### config.mk
export PLATFORM = sky130hd
export DESIGN_NAME = cpu_run_monitor
export DESIGN_NICKNAME = d
export VERILOG_FILES = /design/src/rtl/cpu_pkg.sv /design/src/rtl/run_log_fifo.sv /design/src/rtl/cpu_run_monitor.sv
export SDC_FILE = /design/constraint.sdc
export NUM_CORES = 1
export LEC_CHECK = 0
export CAP_MARGIN = 40
export CORE_MARGIN = 1.5
export CORE_UTILIZATION = 53
export DETAILED_ROUTE_END_ITERATION = 10
export PLACE_DENSITY = 0.76
export SLEW_MARGIN = 20
export SYNTH_ARGS = -nofsm -noshare
export SYNTH_HDL_FRONTEND = slang
export SYNTH_SLANG_ARGS = --single-unit
### constraint.sdc
create_clock -name clk -period 5.2 [get_ports clk]
set_input_delay 1.3 -clock clk [delete_from_list [all_inputs] [get_ports clk]]
set_output_delay 1.3 -clock clk [all_outputs]
set_load 0.02 [all_outputs]
### src/rtl/cpu_pkg.sv
// Shared definitions for the CPU run controller: run-state encoding and opcode defaults.
package cpu_pkg;

    localparam int unsigned          OPCODE_W       = 8;
    localparam logic [OPCODE_W-1:0]  HLT_OPCODE_DEF = 8'h0A;

    typedef enum logic [2:0] {
        ST_IDLE    = 3'd0,
        ST_CLR     = 3'd1,
        ST_RUN     = 3'd2,
        ST_HALTED  = 3'd3,
        ST_TIMEOUT = 3'd4
    } run_state_t;

endpackage

### src/rtl/run_log_fifo.sv
// Synchronous show-ahead FIFO for the run log; sticky overflow flags dropped pushes.
module run_log_fifo #(
    parameter int unsigned WIDTH = 24,
    parameter int unsigned DEPTH = 8
) (
    input  logic             clk,
    input  logic             rst,
    input  logic             wr_en,
    input  logic [WIDTH-1:0] wr_data,
    input  logic             rd_en,
    output logic [WIDTH-1:0] rd_data,
    output logic             empty,
    output logic             full,
    output logic             overflow
);

    localparam int unsigned AW = $clog2(DEPTH);

    logic [WIDTH-1:0] mem_q [DEPTH];
    logic [AW:0]      wr_ptr_q, wr_ptr_d;
    logic [AW:0]      rd_ptr_q, rd_ptr_d;
    logic             ovf_q, ovf_d;
    logic             do_wr, do_rd;

    assign empty    = (wr_ptr_q == rd_ptr_q);
    assign full     = (wr_ptr_q[AW] != rd_ptr_q[AW]) && (wr_ptr_q[AW-1:0] == rd_ptr_q[AW-1:0]);
    assign rd_data  = mem_q[rd_ptr_q[AW-1:0]];
    assign overflow = ovf_q;

    // Pointer/overflow next state; a pop frees the slot a same-cycle push on full needs.
    always_comb begin
        do_rd    = rd_en && !empty;
        do_wr    = wr_en && (!full || do_rd);
        wr_ptr_d = wr_ptr_q + (do_wr ? {{AW{1'b0}}, 1'b1} : '0);
        rd_ptr_d = rd_ptr_q + (do_rd ? {{AW{1'b0}}, 1'b1} : '0);
        ovf_d    = ovf_q || (wr_en && !do_wr);
    end

    // Pointer and overflow registers.
    always_ff @(posedge clk) begin
        if (rst) begin
            wr_ptr_q <= '0;
            rd_ptr_q <= '0;
            ovf_q    <= 1'b0;
        end else begin
            wr_ptr_q <= wr_ptr_d;
            rd_ptr_q <= rd_ptr_d;
            ovf_q    <= ovf_d;
        end
    end

    // Storage array, written only on accepted pushes.
    always_ff @(posedge clk) begin
        if (do_wr) begin
            mem_q[wr_ptr_q[AW-1:0]] <= wr_data;
        end
    end

endmodule

### src/rtl/cpu_run_monitor.sv
// Run controller for the 8-bit CPU: clear sequencing, run gating, HLT detect,
// watchdog, and timestamped logging of output-register changes.
module cpu_run_monitor
    import cpu_pkg::*;
#(
    parameter int unsigned          DATA_W         = 8,
    parameter int unsigned          OPCODE_W       = cpu_pkg::OPCODE_W,
    parameter logic [OPCODE_W-1:0]  HLT_OPCODE     = cpu_pkg::HLT_OPCODE_DEF,
    parameter int unsigned          CLEAR_CYCLES   = 2,
    parameter int unsigned          TIMEOUT_CYCLES = 3000,
    parameter int unsigned          CNT_W          = 16,
    parameter int unsigned          LOG_DEPTH      = 8
) (
    input  logic                      clk,
    input  logic                      clear,
    input  logic                      start,
    input  logic [OPCODE_W-1:0]       opcode,
    input  logic                      opcode_valid,
    input  logic [DATA_W-1:0]         cpu_data_out,
    output logic                      cpu_clear,
    output logic                      cpu_run,
    output logic [2:0]                run_state,
    output logic                      halted,
    output logic                      timed_out,
    output logic [CNT_W-1:0]          cycle_count,
    input  logic                      log_rd_en,
    output logic [CNT_W+DATA_W-1:0]   log_rd_data,
    output logic                      log_empty,
    output logic                      log_full,
    output logic                      log_overflow
);

    localparam int unsigned CLR_W = (CLEAR_CYCLES < 2) ? 1 : $clog2(CLEAR_CYCLES);

    run_state_t        state_q, state_d;
    logic [CLR_W-1:0]  clr_cnt_q, clr_cnt_d;
    logic [CNT_W-1:0]  cycle_count_q, cycle_count_d;
    logic [DATA_W-1:0] last_q, last_d;
    logic              halted_q, halted_d;
    logic              timed_out_q, timed_out_d;
    logic              cpu_clear_q, cpu_clear_d;
    logic              cpu_run_q, cpu_run_d;
    logic              log_push;

    // Next-state logic; the log timestamp is the post-increment count so it
    // numbers RUN cycles from 1, matching cycle_count after a HLT on that cycle.
    always_comb begin
        state_d       = state_q;
        clr_cnt_d     = clr_cnt_q;
        cycle_count_d = cycle_count_q;
        last_d        = last_q;
        halted_d      = halted_q;
        timed_out_d   = timed_out_q;
        log_push      = 1'b0;
        unique case (state_q)
            ST_IDLE, ST_HALTED, ST_TIMEOUT: begin
                if (start) begin
                    state_d       = ST_CLR;
                    clr_cnt_d     = '0;
                    cycle_count_d = '0;
                    last_d        = '0;
                    halted_d      = 1'b0;
                    timed_out_d   = 1'b0;
                end
            end
            ST_CLR: begin
                if (clr_cnt_q == CLR_W'(CLEAR_CYCLES - 1)) begin
                    state_d = ST_RUN;
                end else begin
                    clr_cnt_d = clr_cnt_q + CLR_W'(1);
                end
            end
            ST_RUN: begin
                cycle_count_d = cycle_count_q + CNT_W'(1);
                if (cpu_data_out != last_q) begin
                    log_push = 1'b1;
                    last_d   = cpu_data_out;
                end
                if (opcode_valid && (opcode == HLT_OPCODE)) begin
                    state_d  = ST_HALTED;
                    halted_d = 1'b1;
                end else if (cycle_count_q == CNT_W'(TIMEOUT_CYCLES - 1)) begin
                    state_d     = ST_TIMEOUT;
                    timed_out_d = 1'b1;
                end
            end
            default: state_d = ST_IDLE;
        endcase
        cpu_clear_d = (state_d == ST_IDLE) || (state_d == ST_CLR);
        cpu_run_d   = (state_d == ST_RUN);
    end

    // FSM and registered outputs.
    always_ff @(posedge clk) begin
        if (clear) begin
            state_q       <= ST_IDLE;
            clr_cnt_q     <= '0;
            cycle_count_q <= '0;
            last_q        <= '0;
            halted_q      <= 1'b0;
            timed_out_q   <= 1'b0;
            cpu_clear_q   <= 1'b1;
            cpu_run_q     <= 1'b0;
        end else begin
            state_q       <= state_d;
            clr_cnt_q     <= clr_cnt_d;
            cycle_count_q <= cycle_count_d;
            last_q        <= last_d;
            halted_q      <= halted_d;
            timed_out_q   <= timed_out_d;
            cpu_clear_q   <= cpu_clear_d;
            cpu_run_q     <= cpu_run_d;
        end
    end

    assign cpu_clear   = cpu_clear_q;
    assign cpu_run     = cpu_run_q;
    assign run_state   = state_q;
    assign halted      = halted_q;
    assign timed_out   = timed_out_q;
    assign cycle_count = cycle_count_q;

    run_log_fifo #(
        .WIDTH (CNT_W + DATA_W),
        .DEPTH (LOG_DEPTH)
    ) u_log (
        .clk      (clk),
        .rst      (clear),
        .wr_en    (log_push),
        .wr_data  ({cycle_count_d, cpu_data_out}),
        .rd_en    (log_rd_en),
        .rd_data  (log_rd_data),
        .empty    (log_empty),
        .full     (log_full),
        .overflow (log_overflow)
    );

endmodule

; ---- Yosys cells after proc, flatten, opt, wreduce, memory -nomap -nowiden
; Memories as Yosys holds them, arrays and structs flattened. A register that Yosys moved wholly into a read port is not among the register bits.
; Index checks and enable logic that the tools add are counted.
[totals]
reg_bits = 41
latch_bits = 0
ram_bits = 192
romBits = 0
elab_cells = 78
memories = 1
[memory_table]
columns = memory, depth, word_bits, read_ports, rd_clocked_by_memory_dff, wr, line
row1 = u_log.mem_q, 8, 24, 1, 1, 1, run_log_fifo.sv:19  ; logic [WIDTH-1:0] mem_q [DEPTH];
[op_classes]
addsub = 4
n_mul = 0
div = 0
order_cmp = 0
n_eq_ne = 17
shift = 0
muxes = 25
n_bitwise = 0
n_reduce_logical = 20
[ops]
columns = operator, n
row1 = 16-bit case mux with 2 select lines, 1
row2 = 16-bit by 1-bit adder with 16-bit output (second input constant), 1
row3 = 16-bit by 12-bit == test with 1-bit output (second input constant), 1
row4 = 16-bit 2-to-1 mux, 1
row5 = 8-bit 2-to-1 mux, 2
row6 = 8-bit case mux with 2 select lines, 1
row7 = 3-bit 2-to-1 mux, 5
row8 = 1-bit 2-to-1 mux, 11
row9 = 2-bit inequality test (second input constant), 5
row10 = 3-bit by 2-bit == test with 1-bit output (second input constant), 3
row11 = 3-bit case mux with 3 select lines, 1
row12 = 4-bit adder, 2
row13 = 8-bit by 4-bit == test with 1-bit output (second input constant), 1
row14 = 8-bit inequality test, 1
row15 = 3-bit by 1-bit == test with 1-bit output (second input constant), 2
row16 = 3-bit zero test, 2
row17 = 1-bit case mux with 2 select lines, 3
row18 = 3-bit AND reduction, 2
row19 = 1-bit logical AND, 5
row20 = 4-bit == test, 1
row21 = 4-bit AND reduction, 1
row22 = 2-bit nonzero test, 2
row23 = 3-bit == test, 1
row24 = 3-bit == test (second input constant), 1
row25 = 6 further kinds, 10

; ---- Depth between registers and ports, before layout
[logic_depth]
word_depth = 8
depth_mapped = 9

; ---- Modules after synthesis
; From an unflattened synthesis, not the netlist that was laid out.
[hier_totals]
hier_cells = 565
hier_area_um2 = 9674.3
[modules_own_cells]
columns = mod, instances, cells_each, area_each_um2, seq_area_each_um2
row1 = run_log_fifo, 1, 344, 7795.0, 5945.7
row2 = cpu_run_monitor, 1, 221, 1879.3, 640.6

; ---- Least setup slack after synthesis
; No wires, ideal clock.
[synth_path]
path_type = input -> register
startpoint = in cpu_data_out[7]
endpoint = mem u_log.mem_q[4][0], enable pin
setup_time_ns = 0.475
arrival_ns = 4.481
required_time_ns = 4.725
slack_ns = 0.244
cell_stages = 4
cell_sequence = xnor2_1 nand4_1 o221ai_1 nor4b_1
[synth_between]
elab_chain_cells = 6
[synth_lines]
columns = element, line
row1 = "start, declared", cpu_run_monitor.sv:19  ; input logic [DATA_W-1:0] cpu_data_out,
row2 = 8-bit inequality test, cpu_run_monitor.sv:75  ; if (cpu_data_out != last_q) begin
row3 = 1-bit 2-to-1 mux, cpu_run_monitor.sv:75
row4 = 1-bit 2-to-1 mux, cpu_run_monitor.sv:55  ; unique case (state_q)
row5 = 1-bit logical AND, run_log_fifo.sv:33  ; do_wr = wr_en && (!full || do_rd);
row6 = 1-bit 2-to-1 mux, run_log_fifo.sv:54  ; if (do_wr) begin
row7 = 1-bit 2-to-1 mux (implied by the code), run_log_fifo.sv:55  ; mem_q[wr_ptr_q[AW-1:0]] <= wr_data;
row8 = "end, declared", run_log_fifo.sv:19
; No other way between the ends.

==> summary.txt <==
Run status
  – Status: finished, final reports clean

Yosys
  – Syn_nets: 584
  – Ys async rst share: 0%
  – Seq/Total Area, Yosys: 69.1%
  – #FFs+latches synth: 233
  – Ys flop type: edfxtp_1
  – Cells after Synth: 558
  – Synth unique cells: 57
  – Post-synth EDFFs: 192
  – Synthesized area: 0.00953 mm^2
  – Ys Warns: 0
  – Avg Inst Size Synth: 17.1 um^2

Clocking
  – Clock latency on the worst-skew pair: 510 ps
  – CTS tree: yes
  – CTS Hold Buffers Added: 0
  – Max Root-Sink Buffers: 3
  – Setup repair bufs after CTS: 0
  – CTS root buf: clkbuf_16
  – CTS H-tree depth: 1
  – Total CTS buffers: 24
  – Post_cts resized: 0
  – Clock slew at reported path FFs: 60 ps
  – CTS Sinks: 233

STA
  – Crit path time final: 4200 ps
  – Pins Over Slew Limit: 0
  – Ratio of final minimum period to clock period: 80.8%
  – Maximum clock frequency: 0.238 GHz
  – Worst clock skew: 9.37 ps
  – RSZ-0062 raised after global routing: false
  – Hold violation total from the final report: 0
  – Setup violators final: 0
  – Worst slew pin tran: 818 ps
  – Setup TNS: 0 ps
  – Max-slew headroom: 45.2%

Global routing
  – Vias in the first global route: 5522
  – Total gr overflow: 0
  – Initial antenna violation count: 0
  – First-pass GRT wire length: 32.0 mm
  – Largest net degree at the start of global routing: 38
  – Gr usage total: 23.1%

Setup path
  – Largest stage delay, worst path: 640 ps
  – CP arrival: 2900 ps
  – CP Buf/Inv Count: 2
  – Largest delay share family, worst path: buffers and inverters
  – Crit-path slowest cell: dfxtp_4
  – Crit start category: register
  – CP Capture Type: primary output
  – Worst path required time: 3900 ps
  – Crit path cell chain: buf_12, mux4_2, mux2_2, clkdlybuf4s50_1
  – Critical path class: reg -> out
  – Max FO, Critical Path: 29

Final layout
  – Filler instances: 1157
  – Area added between synthesis and finish: 20.0%
  – Layout cells sized above 1: 22.3%
  – Util after Layout: 65.7%
  – Most common cell after layout, fill and taps aside: edfxtp_1
  – Antenna Cells: 0
  – Most frequent cells in the layout: edfxtp_1, clkdlybuf4s50_1, mux4_2, dfxtp_1, nand2_1
  – Final net count: 673

Power and ir drop
  – Max IR drop VDD: 0.251 mV
  – Cell Pwr Density: 336 mW/mm^2
  – Leakage: 3.71 nW
  – Total chip power: 3.85 mW

Floorplan
  – Core ar.: 0.0174 mm^2
  – Initial core utilization: 54.7%
  – I/O pins: 71
  – Row count: 48
  – Die span in y: 137 um
  – DIE WIDTH: 137 um
  – Die area: 0.0188 mm^2

Routing
  – Antenna Nets Post-Route: 0
  – Vias/cell: 6.24
  – TritonRoute pass-1 iters: 4
  – Post-Route WL: 20.8 mm
  – Via count: 5557
  – Drt initial violations: 576
  – WL/cell: 23.4 um
  – Remaining DRCs: 0

Job
  – MaxCap Viol Count: 0

Placed design
  – IO Port Bufs: 70
  – GPL Wtd Cong: 0.871
  – Post-DP HPWL: 13.0 mm

Min path
  – Hold Path Class: reg -> reg
-- cells by family after synthesis --
kind of cell / after synthesis / synth area share [%]
buf+inv: 37 / 1.71
fa+ha+maj: 5 / 0.657
simple gates: 125 / 7.44
compound gates: 67 / 5.13
mux: 73 / 14.3
xor+xnor: 18 / 1.65
flops: 233 / 69.1
-- sequential cells by signal, summed over array words and instances, names as in the netlist, 3 cells and up --
signal / cells
cycle_count: 16
last_q: 8
run_state: 3
u_log.rd_ptr_q: 4
u_log.mem_q: 192
u_log.wr_ptr_q: 4
-- routing by layer --
| layer | GRT usage [%] | share of wire [%] | vias to the layer above |
|---|---|---|---|
| li1 | - | - | 2430 |
| met1 | 33.9 | 42 | 2839 |
| met2 | 36.5 | 48 | 259 |
| met3 | 3.89 | 8.0 | 29 |
| met4 | 5.85 | 1.6 | 0 |
| met5 | 0 | 0 | - |
-- synth_stat cells (all sizes together), types with 2 or more instances --
| library cell | count | area share, % |
|---|---|---|
| a221o | 2 | 0.21 |
| nor2b | 7 | 0.46 |
| xor2 | 3 | 0.28 |
| inv | 4 | 0.16 |
| nor3b | 3 | 0.29 |
| a21o | 2 | 0.16 |
| nor4b | 5 | 0.62 |
| nor3 | 7 | 0.37 |
| nand2 | 26 | 1.0 |
| and4 | 2 | 0.18 |
| or4 | 3 | 0.24 |
| or2 | 2 | 0.13 |
| edfxtp | 192 | 61 |
| nand4 | 8 | 0.53 |
| nand3b | 3 | 0.24 |
| a221oi | 2 | 0.18 |
| or3 | 3 | 0.20 |
| ha | 5 | 0.66 |
| a21oi | 14 | 0.74 |
| a211o | 2 | 0.18 |
| dfxtp | 41 | 8.6 |
| mux2 | 24 | 2.8 |
| and3 | 8 | 0.53 |
| a41oi | 2 | 0.18 |
| and2 | 5 | 0.33 |
| nand2b | 4 | 0.26 |
| buf | 15 | 0.83 |
| xnor2 | 15 | 1.4 |
| o31ai | 3 | 0.29 |
| o21ai | 10 | 0.53 |
| nor2 | 18 | 0.71 |
| nand3 | 12 | 0.63 |
| nor4 | 5 | 0.33 |
| a32o | 9 | 0.95 |
| a31oi | 11 | 0.79 |
| mux4 | 48 | 11 |
| a22o | 3 | 0.28 |
| clkbuf | 18 | 0.72 |
-- worst paths after layout --
kind | from | depth (start not counted) | slack [ps] | endpoint
hold reg to reg | last_q[0] | 1 | 500 | last_q[0]
setup reg to reg | u_log.rd_ptr_q[0] | 7 | 2410 | u_log.mem_q[5][19]
setup / recovery | u_log.rd_ptr_q[0] | 4 | 1000 | log_rd_data[13]
hold / removal | last_q[0] | 1 | 500 | last_q[0]
-- per-stage QoR --
step | cells | setup slack, ps | hold WS [ps] | instance area (um^2)
floorplan | 558 | 244 | 463 | 9530
detailed placement | 841 | 1460 | 475 | 10600
global placement | 838 | 1020 | 470 | 10600
global route | 890 | 858 | 505 | 11400
CTS | 885 | 933 | 491 | 11400
finish | 890 | 999 | 503 | 11400
-- area by class of cell --
class                   instances  area [um^2]  area share, %
well taps                     225          282           2.46
flip-flops and latches        233         6590           57.6
repair buffers                 96          931           8.14
multi-input cells             288         2830           24.7
clock buffers                  35          693           6.06
clock inverters                 9         93.8          0.821
inverters                       4         15.0          0.131
-- where the power goes --
group          leakage [nW]  internal (mW)  switching, mW
combinational          1.23         0.0680         0.0699
clock                 0.384           1.02          0.668
sequential             2.10           2.01         0.0128
(Power assumes the default switching activity.)
